--- src/rtl/mem_arbiter_pkg.sv ---
// Shared definitions for the unified-memory line-fill arbiter.
package mem_arbiter_pkg;

    localparam int DEF_ADDR_WIDTH = 16;
    localparam int DEF_LINE_WORDS = 8;
    localparam int WORD_W         = 16;

    // Transfer sequencer states
    typedef enum logic [1:0] {
        ST_IDLE = 2'd0,
        ST_BUSY = 2'd1,
        ST_DONE = 2'd2
    } state_t;

    // Requester identifiers
    localparam logic PORT_D = 1'b0;
    localparam logic PORT_I = 1'b1;

endpackage

--- src/rtl/mem_arbiter_rr_arb2.sv ---
// Two-input round-robin picker. On a tie it favours the port that was not
// granted last; last_grant only moves when the caller commits a grant.
module rr_arb2
    import mem_arbiter_pkg::*;
(
    input  logic clk,
    input  logic rst,
    input  logic req_d,
    input  logic req_i,
    input  logic load,
    output logic any,
    output logic pick
);

    logic last_grant;

    // Combinational choice from the current requests and history
    always_comb begin
        any  = req_d | req_i;
        pick = PORT_D;
        if (req_d && req_i) begin
            pick = (last_grant == PORT_I) ? PORT_D : PORT_I;
        end else if (req_i) begin
            pick = PORT_I;
        end
    end

    // History register: reset to I so that D wins the first tie
    always_ff @(posedge clk) begin
        if (!rst) begin
            last_grant <= PORT_I;
        end else if (load) begin
            last_grant <= pick;
        end
    end

endmodule

--- src/rtl/mem_arbiter.sv ---
// Line-transfer arbiter between the D-cache and I-cache fill ports and a
// single-ported word-wide memory. One line = LINE_WORDS back-to-back accesses.
//
// Handshake: a port raises req and holds it; grant rises one cycle later and
// stays high for the whole line; wr and addr are captured at grant, so later
// changes (including dropping req) have no effect. done pulses for one cycle
// together with the final read response; grant falls on the following edge.
module mem_arbiter
    import mem_arbiter_pkg::*;
#(
    parameter  int ADDR_WIDTH = DEF_ADDR_WIDTH,
    parameter  int LINE_WORDS = DEF_LINE_WORDS,
    localparam int IDX_W      = $clog2(LINE_WORDS),
    localparam int OFF_BITS   = IDX_W + 1
) (
    input  logic                  clk,
    input  logic                  rst,
    input  logic                  d_req,
    input  logic                  d_wr,
    input  logic [ADDR_WIDTH-1:0] d_addr,
    input  logic [WORD_W-1:0]     d_wdata,
    input  logic                  i_req,
    input  logic                  i_wr,
    input  logic [ADDR_WIDTH-1:0] i_addr,
    input  logic [WORD_W-1:0]     i_wdata,
    output logic                  d_grant,
    output logic                  i_grant,
    output logic [IDX_W-1:0]      word_idx,
    output logic                  rsp_valid,
    output logic [IDX_W-1:0]      rsp_idx,
    output logic [WORD_W-1:0]     rsp_data,
    output logic                  d_done,
    output logic                  i_done,
    output logic [ADDR_WIDTH-1:0] mem_addr,
    output logic [WORD_W-1:0]     mem_data_in,
    output logic                  mem_enable,
    output logic                  mem_wr,
    input  logic [WORD_W-1:0]     mem_data_out,
    output state_t                dbg_state
);

    localparam logic [IDX_W-1:0] CNT_LAST = IDX_W'(LINE_WORDS - 1);

    state_t                         state;
    logic [IDX_W-1:0]               cnt;
    logic                           port_q;
    logic                           wr_q;
    logic [ADDR_WIDTH-OFF_BITS-1:0] base_q;

    logic arb_any;
    logic arb_pick;
    logic arb_load;

    // Byte-offset bits of the request address select nothing: lines are aligned
    logic unused_offset_bits;
    assign unused_offset_bits = &{1'b0, d_addr[OFF_BITS-1:0], i_addr[OFF_BITS-1:0]};

    assign arb_load  = (state == ST_IDLE) && arb_any;
    assign word_idx  = cnt;
    assign dbg_state = state;

    rr_arb2 u_arb (
        .clk   (clk),
        .rst   (rst),
        .req_d (d_req),
        .req_i (i_req),
        .load  (arb_load),
        .any   (arb_any),
        .pick  (arb_pick)
    );

    // Memory side is driven straight from the latched transfer while BUSY
    always_comb begin
        mem_enable  = 1'b0;
        mem_wr      = 1'b0;
        mem_addr    = '0;
        mem_data_in = '0;
        if (state == ST_BUSY) begin
            mem_enable  = 1'b1;
            mem_wr      = wr_q;
            mem_addr    = {base_q, cnt, 1'b0};
            mem_data_in = (port_q == PORT_I) ? i_wdata : d_wdata;
        end
    end

    // Sequencer: grant in IDLE, one word per cycle in BUSY, completion in DONE
    always_ff @(posedge clk) begin
        if (!rst) begin
            state     <= ST_IDLE;
            cnt       <= '0;
            port_q    <= PORT_D;
            wr_q      <= 1'b0;
            base_q    <= '0;
            d_grant   <= 1'b0;
            i_grant   <= 1'b0;
            d_done    <= 1'b0;
            i_done    <= 1'b0;
            rsp_valid <= 1'b0;
            rsp_idx   <= '0;
            rsp_data  <= '0;
        end else begin
            d_done    <= 1'b0;
            i_done    <= 1'b0;
            rsp_valid <= 1'b0;
            case (state)
                ST_IDLE: begin
                    if (arb_any) begin
                        port_q  <= arb_pick;
                        wr_q    <= (arb_pick == PORT_I) ? i_wr : d_wr;
                        base_q  <= (arb_pick == PORT_I) ? i_addr[ADDR_WIDTH-1:OFF_BITS]
                                                        : d_addr[ADDR_WIDTH-1:OFF_BITS];
                        d_grant <= (arb_pick == PORT_D);
                        i_grant <= (arb_pick == PORT_I);
                        cnt     <= '0;
                        state   <= ST_BUSY;
                    end
                end
                ST_BUSY: begin
                    if (!wr_q) begin
                        rsp_valid <= 1'b1;
                        rsp_idx   <= cnt;
                        rsp_data  <= mem_data_out;
                    end
                    if (cnt == CNT_LAST) begin
                        cnt    <= '0;
                        d_done <= (port_q == PORT_D);
                        i_done <= (port_q == PORT_I);
                        state  <= ST_DONE;
                    end else begin
                        cnt <= cnt + 1'b1;
                    end
                end
                ST_DONE: begin
                    d_grant <= 1'b0;
                    i_grant <= 1'b0;
                    state   <= ST_IDLE;
                end
                default: begin
                    state <= ST_IDLE;
                end
            endcase
        end
    end

endmodule

--- config.mk ---
export PLATFORM = sky130hd
export DESIGN_NAME = mem_arbiter
export DESIGN_NICKNAME = d
export VERILOG_FILES = /design/src/rtl/mem_arbiter_pkg.sv /design/src/rtl/mem_arbiter_rr_arb2.sv /design/src/rtl/mem_arbiter.sv
export SDC_FILE = /design/constraint.sdc
export NUM_CORES = 1
export LEC_CHECK = 0
export ABC_AREA = 1
export BUFFER_PORTS_ARGS = -buffer_cell sky130_fd_sc_hd__buf_2
export CAP_MARGIN = 20
export CORE_ASPECT_RATIO = 1.1
export CORE_MARGIN = 4
export CORE_UTILIZATION = 35
export CTS_CLUSTER_SIZE = 30
export DETAILED_ROUTE_END_ITERATION = 16
export PLACE_DENSITY = 0.69
export RECOVER_POWER = 100
export SLEW_MARGIN = 20
export SYNTH_ARGS = -nofsm -noshare
export SYNTH_HDL_FRONTEND = slang
export SYNTH_SLANG_ARGS = --single-unit
--- constraint.sdc ---
create_clock -name clk -period 4 [get_ports clk]
set_clock_uncertainty 0.2 [all_clocks]
set_input_delay 0.8 -clock clk [delete_from_list [all_inputs] [get_ports clk]]
set_output_delay 0.8 -clock clk [all_outputs]
set_load 0.05 [all_outputs]
; ---- Word level (Yosys, flattened, before mapping)
; Cells that the tools add are included.
; W data, S select, Z words.
[classes]
add_sub_neg = 1
n_eq_ne = 5
mux = 21
bitwise = 4
n_reduce_logical = 12
[ops]
columns = operator, n
row1 = $mux W16, 3
row2 = $mux W12, 1
row3 = $reduce_and A2 Y1, 6
row4 = $mux W1, 9
row5 = $mux W3, 2
row6 = $pmux W3 S2, 1
row7 = $mux W2, 2
row8 = $pmux W1 S2, 2
row9 = $pmux W2 S2, 1
row10 = $reduce_bool A2 Y1, 2
row11 = $add A3 B1 Y3 const B, 1
row12 = $eq A3 B3 Y1 const B, 1
row13 = $not A1 Y1, 3
row14 = $reduce_and A3 Y1, 1
row15 = $eq A2 B1 Y1 const B, 1
row16 = $eq A2 B2 Y1 const B, 1
row17 = $logic_and A1 B1 Y1, 2
row18 = $logic_not A2 Y1, 1
row19 = $ne A2 B1 Y1 const B, 1
row20 = $ne A2 B2 Y1 const B, 1
row21 = $or A1 B1 Y1, 1
[totals]
regBits = 44
in_bits = 86
elab_cells = 56

; ---- Depth between registers and ports, before layout
[logic_depth]
word_depth = 5
depth_mapped = 8

; ---- Cells and area by module
; From an unflattened synthesis, not the netlist that was laid out.
[unflattened]
hier_cells = 374
area_unflattened_um2 = 2284.7
[by_module_without_submodules]
columns = mod, instances, cells_each, area_each_um2, seq_area_each_um2
row1 = mem_arbiter, 1, 365, 2225.9, 860.8
row2 = rr_arb2, 1, 9, 58.8, 20.0

; ---- Worst setup path after synthesis
; Ideal clock, no wire load.
[synth_path]
path_kind = reg2out
from = register state[0], in the netlist dbg_state[0]
to = output port mem_data_in[11]
arrival_time_ps = 1876
t_required_ps = 3000
slack_ps = 1124
path_stages_with_launch = 4
path_buffers = 1
path_cell_list = dfxtp_1 nand2_4 buf_1 a21oi_1
[synth_via]
elab_chain_len = 2
[synth_lines]
columns = element, line_no
row1 = from (decl), mem_arbiter.sv:44  ; state_t state;
row2 = from (signal assigned), mem_arbiter.sv:89  ; state <= ST_IDLE;
row3 = from (signal assigned), mem_arbiter.sv:115  ; state <= ST_BUSY;
row4 = from (signal assigned), mem_arbiter.sv:128  ; state <= ST_DONE;
row5 = $eq A2 B1 Y1, mem_arbiter.sv:78  ; if (state == ST_BUSY) begin
row6 = $mux W16, mem_arbiter.sv:78
row7 = to (decl), mem_arbiter.sv:35  ; output logic [WORD_W-1:0] mem_data_in,
; Every way passes these cells.

; ---- Final worst setup path
[layout_path]
from = register state[1], in the netlist dbg_state[1]
to = output port mem_data_in[7]
; The elaborated chain is that of the path after synthesis.

==> metrics.json <==
{
  "post-layout-total-power": {"value": 1.14, "unit": "mW"},
  "hold_viol_final": {"value": 0},
  "critical_path_peak_fanout": {"value": 37},
  "multi_input_area": {"value": 1010, "unit": "um^2"},
  "top_signal_layer_used": {"value": "met4"},
  "clk_transition_reported_paths": {"value": 0.08, "unit": "ns"},
  "failed_checks": {"value": "capacitance limit, slew limit"},
  "dp_hpwl": {"value": 4.50, "unit": "mm"},
  "layout_common_cells": {"value": "sky130_fd_sc_hd__buf_2 (81), sky130_fd_sc_hd__nand2_1 (74), sky130_fd_sc_hd__clkbuf_1 (60)"},
  "synth.cell_area": {"value": 2210, "unit": "um^2"},
  "timing.final.crit_period": {"value": 3.40, "unit": "ns"},
  "finalSetupViolations": {"value": 0},
  "critical_path_required": {"value": 3.00, "unit": "ns"},
  "initial_detailed_routing_violation_count": {"value": 93},
  "floorplan.die.height": {"value": 91.4, "unit": "um"},
  "net-switching-power": {"value": 436, "unit": "uW"},
  "via_per_inst": {"value": 4.50},
  "timing.critical_path.from_type": {"value": "flip-flop"},
  "maximum_operating_frequency": {"value": 0.294, "unit": "GHz"},
  "top_level_ports": {"value": 149},
  "core_box_area": {"value": 6160, "unit": "um^2"},
  "sequential_fraction_of_the_synthesis_area": {"value": 0.398},
  "pwr-share-seq": {"value": 0.437},
  "hold_slack": {"value": 0.266, "unit": "ns"},
  "critical_path_arrival": {"value": 2.40, "unit": "ns"},
  "die_area": {"value": 7660, "unit": "um^2"},
  "place.port_buffers": {"value": 139},
  "area_delta_synth_final": {"value": 30.4, "unit": "%"},
  "fillCellCount": {"value": 674},
  "cts_tree": {"value": "yes"},
  "max-slew-margin-rel": {"value": -0.413},
  "avgSynthCellArea": {"value": 6.57, "unit": "um^2"},
  "antenna_left": {"value": 0},
  "clkSinkCount": {"value": 44},
  "via_count_of_the_first_global_routing_pass": {"value": 2299},
  "synthesis.nets": {"value": 425},
  "ctsResizeCount": {"value": 0},
  "grt_setup_unrepaired": {"value": "false"},
  "worstSetupPathType": {"value": "flip-flop to output pin"},
  "power.density": {"value": 395, "unit": "nW/um^2"},
  "finish.net_count": {"value": 551},
  "met3RoutedLength": {"value": 437, "unit": "um"},
  "power.clock.fraction": {"value": 0.246},
  "ys_types": {"value": 23},
  "drive_above_1_share": {"value": 0.196},
  "cts_setup_buffers": {"value": 0},
  "global_route_overflow": {"value": 0},
  "placement_row_count": {"value": 30},
  "internal-power": {"value": 702, "unit": "uW"},
  "hold_path_class": {"value": "flip-flop to flip-flop"},
  "run_status": {"value": "finished, violations left"},
  "h-tree-depth": {"value": 2},
  "sequential_cell_area": {"value": 881, "unit": "um^2"},
  "detail_route.wl_per_cell": {"value": 11.5, "unit": "um"},
  "insertedDiodeCount": {"value": 0},
  "wirelength": {"value": 6.25, "unit": "mm"},
  "grt_start_max_net_pins": {"value": 38},
  "irDropWorstVdd": {"value": 0.236, "unit": "mV"},
  "power.static_leakage": {"value": 1.43, "unit": "nW"},
  "global_placer_s_final_weighted_congestion": {"value": 0.837},
  "holdBufCountCts": {"value": 0},
  "synth.ff_latch_count": {"value": 44},
  "async_flop_share": {"value": 0},
  "max-cap-violations": {"value": 1},
  "wl_met1": {"value": 2.67, "unit": "mm"},
  "global_route.usage.total": {"value": 0.159},
  "clock_tree.root_cell": {"value": "sky130_fd_sc_hd__clkbuf_8"},
  "utilization": {"value": 0.469},
  "global_route_wire_length_before_repair": {"value": 10.2, "unit": "mm"},
  "drt-pass1-iter-count": {"value": 4},
  "met2_routed_wirelength": {"value": 3.10, "unit": "mm"},
  "total_number_of_vias": {"value": 2446},
  "drc": {"value": 0},
  "yosys_warnings": {"value": 0},
  "tns": {"value": 0, "unit": "ns"},
  "numCtsBuffers": {"value": 5},
  "layout_commonest_cell": {"value": "sky130_fd_sc_hd__buf_2"},
  "cts_max_path_buffers": {"value": 2},
  "synth-edff-count": {"value": 0},
  "timing_worst_slew_pin_value": {"value": 2.10, "unit": "ns"},
  "combinationalPowerShare": {"value": 0.317},
  "clock_insertion_delay_at_the_later_pin_of_the_skew_report": {"value": 0.29, "unit": "ns"},
  "timing.critical_path.to_type": {"value": "output pin"},
  "number_of_antenna_violations_at_the_first_check_in_global_routing": {"value": 0},
  "max_slew_vio_count": {"value": 20},
  "ys_dominant_reg_cell": {"value": "sky130_fd_sc_hd__dfxtp_1"},
  "final_worst_path_period_share": {"value": 0.850},
  "die_width": {"value": 83.8, "unit": "um"},
  "postSynthCellCount": {"value": 337},
  "initial_core_utilization": {"value": 0.360},
  "switching_share": {"value": 0.383}
}
## sequential cells by signal, summed over array words and instances, names as in the netlist
name              flops
i_done                1
port_q                1
u_arb.last_grant      1
d_grant               1
dbg_state             2
rsp_idx               3
word_idx              3
wr_q                  1
rsp_valid             1
i_grant               1
rsp_data             16
d_done                1
base_q               12
## synth_stat cells (3+ instances only)
| cell | n | area (um^2) |
|---|---|---|
| sky130_fd_sc_hd__buf_4 | 3 | 22.5 |
| sky130_fd_sc_hd__inv_1 | 46 | 173 |
| sky130_fd_sc_hd__buf_6 | 4 | 45.0 |
| sky130_fd_sc_hd__nand2_1 | 73 | 274 |
| sky130_fd_sc_hd__nor2_1 | 53 | 199 |
| sky130_fd_sc_hd__nand3_1 | 34 | 170 |
| sky130_fd_sc_hd__buf_2 | 5 | 25.0 |
| sky130_fd_sc_hd__buf_1 | 4 | 15.0 |
| sky130_fd_sc_hd__o21ai_0 | 16 | 80.1 |
| sky130_fd_sc_hd__dfxtp_1 | 44 | 881 |
| sky130_fd_sc_hd__clkbuf_1 | 4 | 15.0 |
| sky130_fd_sc_hd__a21oi_1 | 36 | 180 |
## per-stage QoR
step | instances | worst slack [ns] | cell area (um^2)
5_1_grt | 544 | 0.387 | 2890
6_report | 544 | 0.601 | 2890
3_5_place_dp | 536 | 1.28 | 2890
4_1_cts | 544 | 0.946 | 2980
2_1_floorplan | 337 | 1.12 | 2210
3_3_place_gp | 536 | 1.27 | 2890
## logic make-up (layout without fill, tap and decap cells)
family | Yosys count | count (layout) | synth area share
other | 1 | 1 | 0.00169
adder cells (fa/ha/maj) | 2 | 2 | 0.0113
AND/OR/NAND/NOR | 165 | 165 | 0.318
buffers and inverters | 69 | 196 | 0.138
flip-flops | 44 | 44 | 0.398
AO/OA/AOI/OAI | 56 | 56 | 0.133
## final cells by class
| class | instances | share of cell area |
|---|---|---|
| multi-input cells | 224 | 0.349 |
| flip-flops and latches | 44 | 0.305 |
| repair buffers | 139 | 0.216 |
| inverters | 49 | 0.0637 |
| well taps | 80 | 0.0347 |
| clock buffers | 8 | 0.0312 |
## routing by layer
metal,up-vias,GRT usage
li1,1290,-
met1,1065,0.182
met2,84,0.287
met3,7,0.0426
met4,0,0.0469
met5,-,0
## final timing paths
kind	slack [ns]	cells after the start	start	to
setup / recovery	0.60	4	dbg_state[1]	mem_data_in[7]
setup reg to reg	1.22	6	dbg_state[1]	rsp_idx[1]
hold reg to reg	0.27	2	base_q[3]	base_q[3]
hold / removal	0.27	2	base_q[3]	base_q[3]
## worst max-delay path: stages, from the launching register on
cell                       delay, ns
sky130_fd_sc_hd__dfxtp_1        0.34
sky130_fd_sc_hd__inv_1          0.08
sky130_fd_sc_hd__nand2_1        0.77
sky130_fd_sc_hd__a21oi_1        0.39
sky130_fd_sc_hd__clkbuf_1       0.51
## power groups by stage
| stage | combinational [mW] | clock, mW | sequential, mW |
|---|---|---|---|
| final | 0.361 | 0.281 | 0.497 |
| after global routing | 0.393 | 0.311 | 0.502 |
| after CTS | 0.376 | 0.293 | 0.497 |
| after detailed placement | 0.375 | 0 | 0.506 |
| after global placement | 0.372 | 0 | 0.506 |
| after floorplan | 0.210 | 0 | 0.578 |
Power figures use the tool's default switching activity.
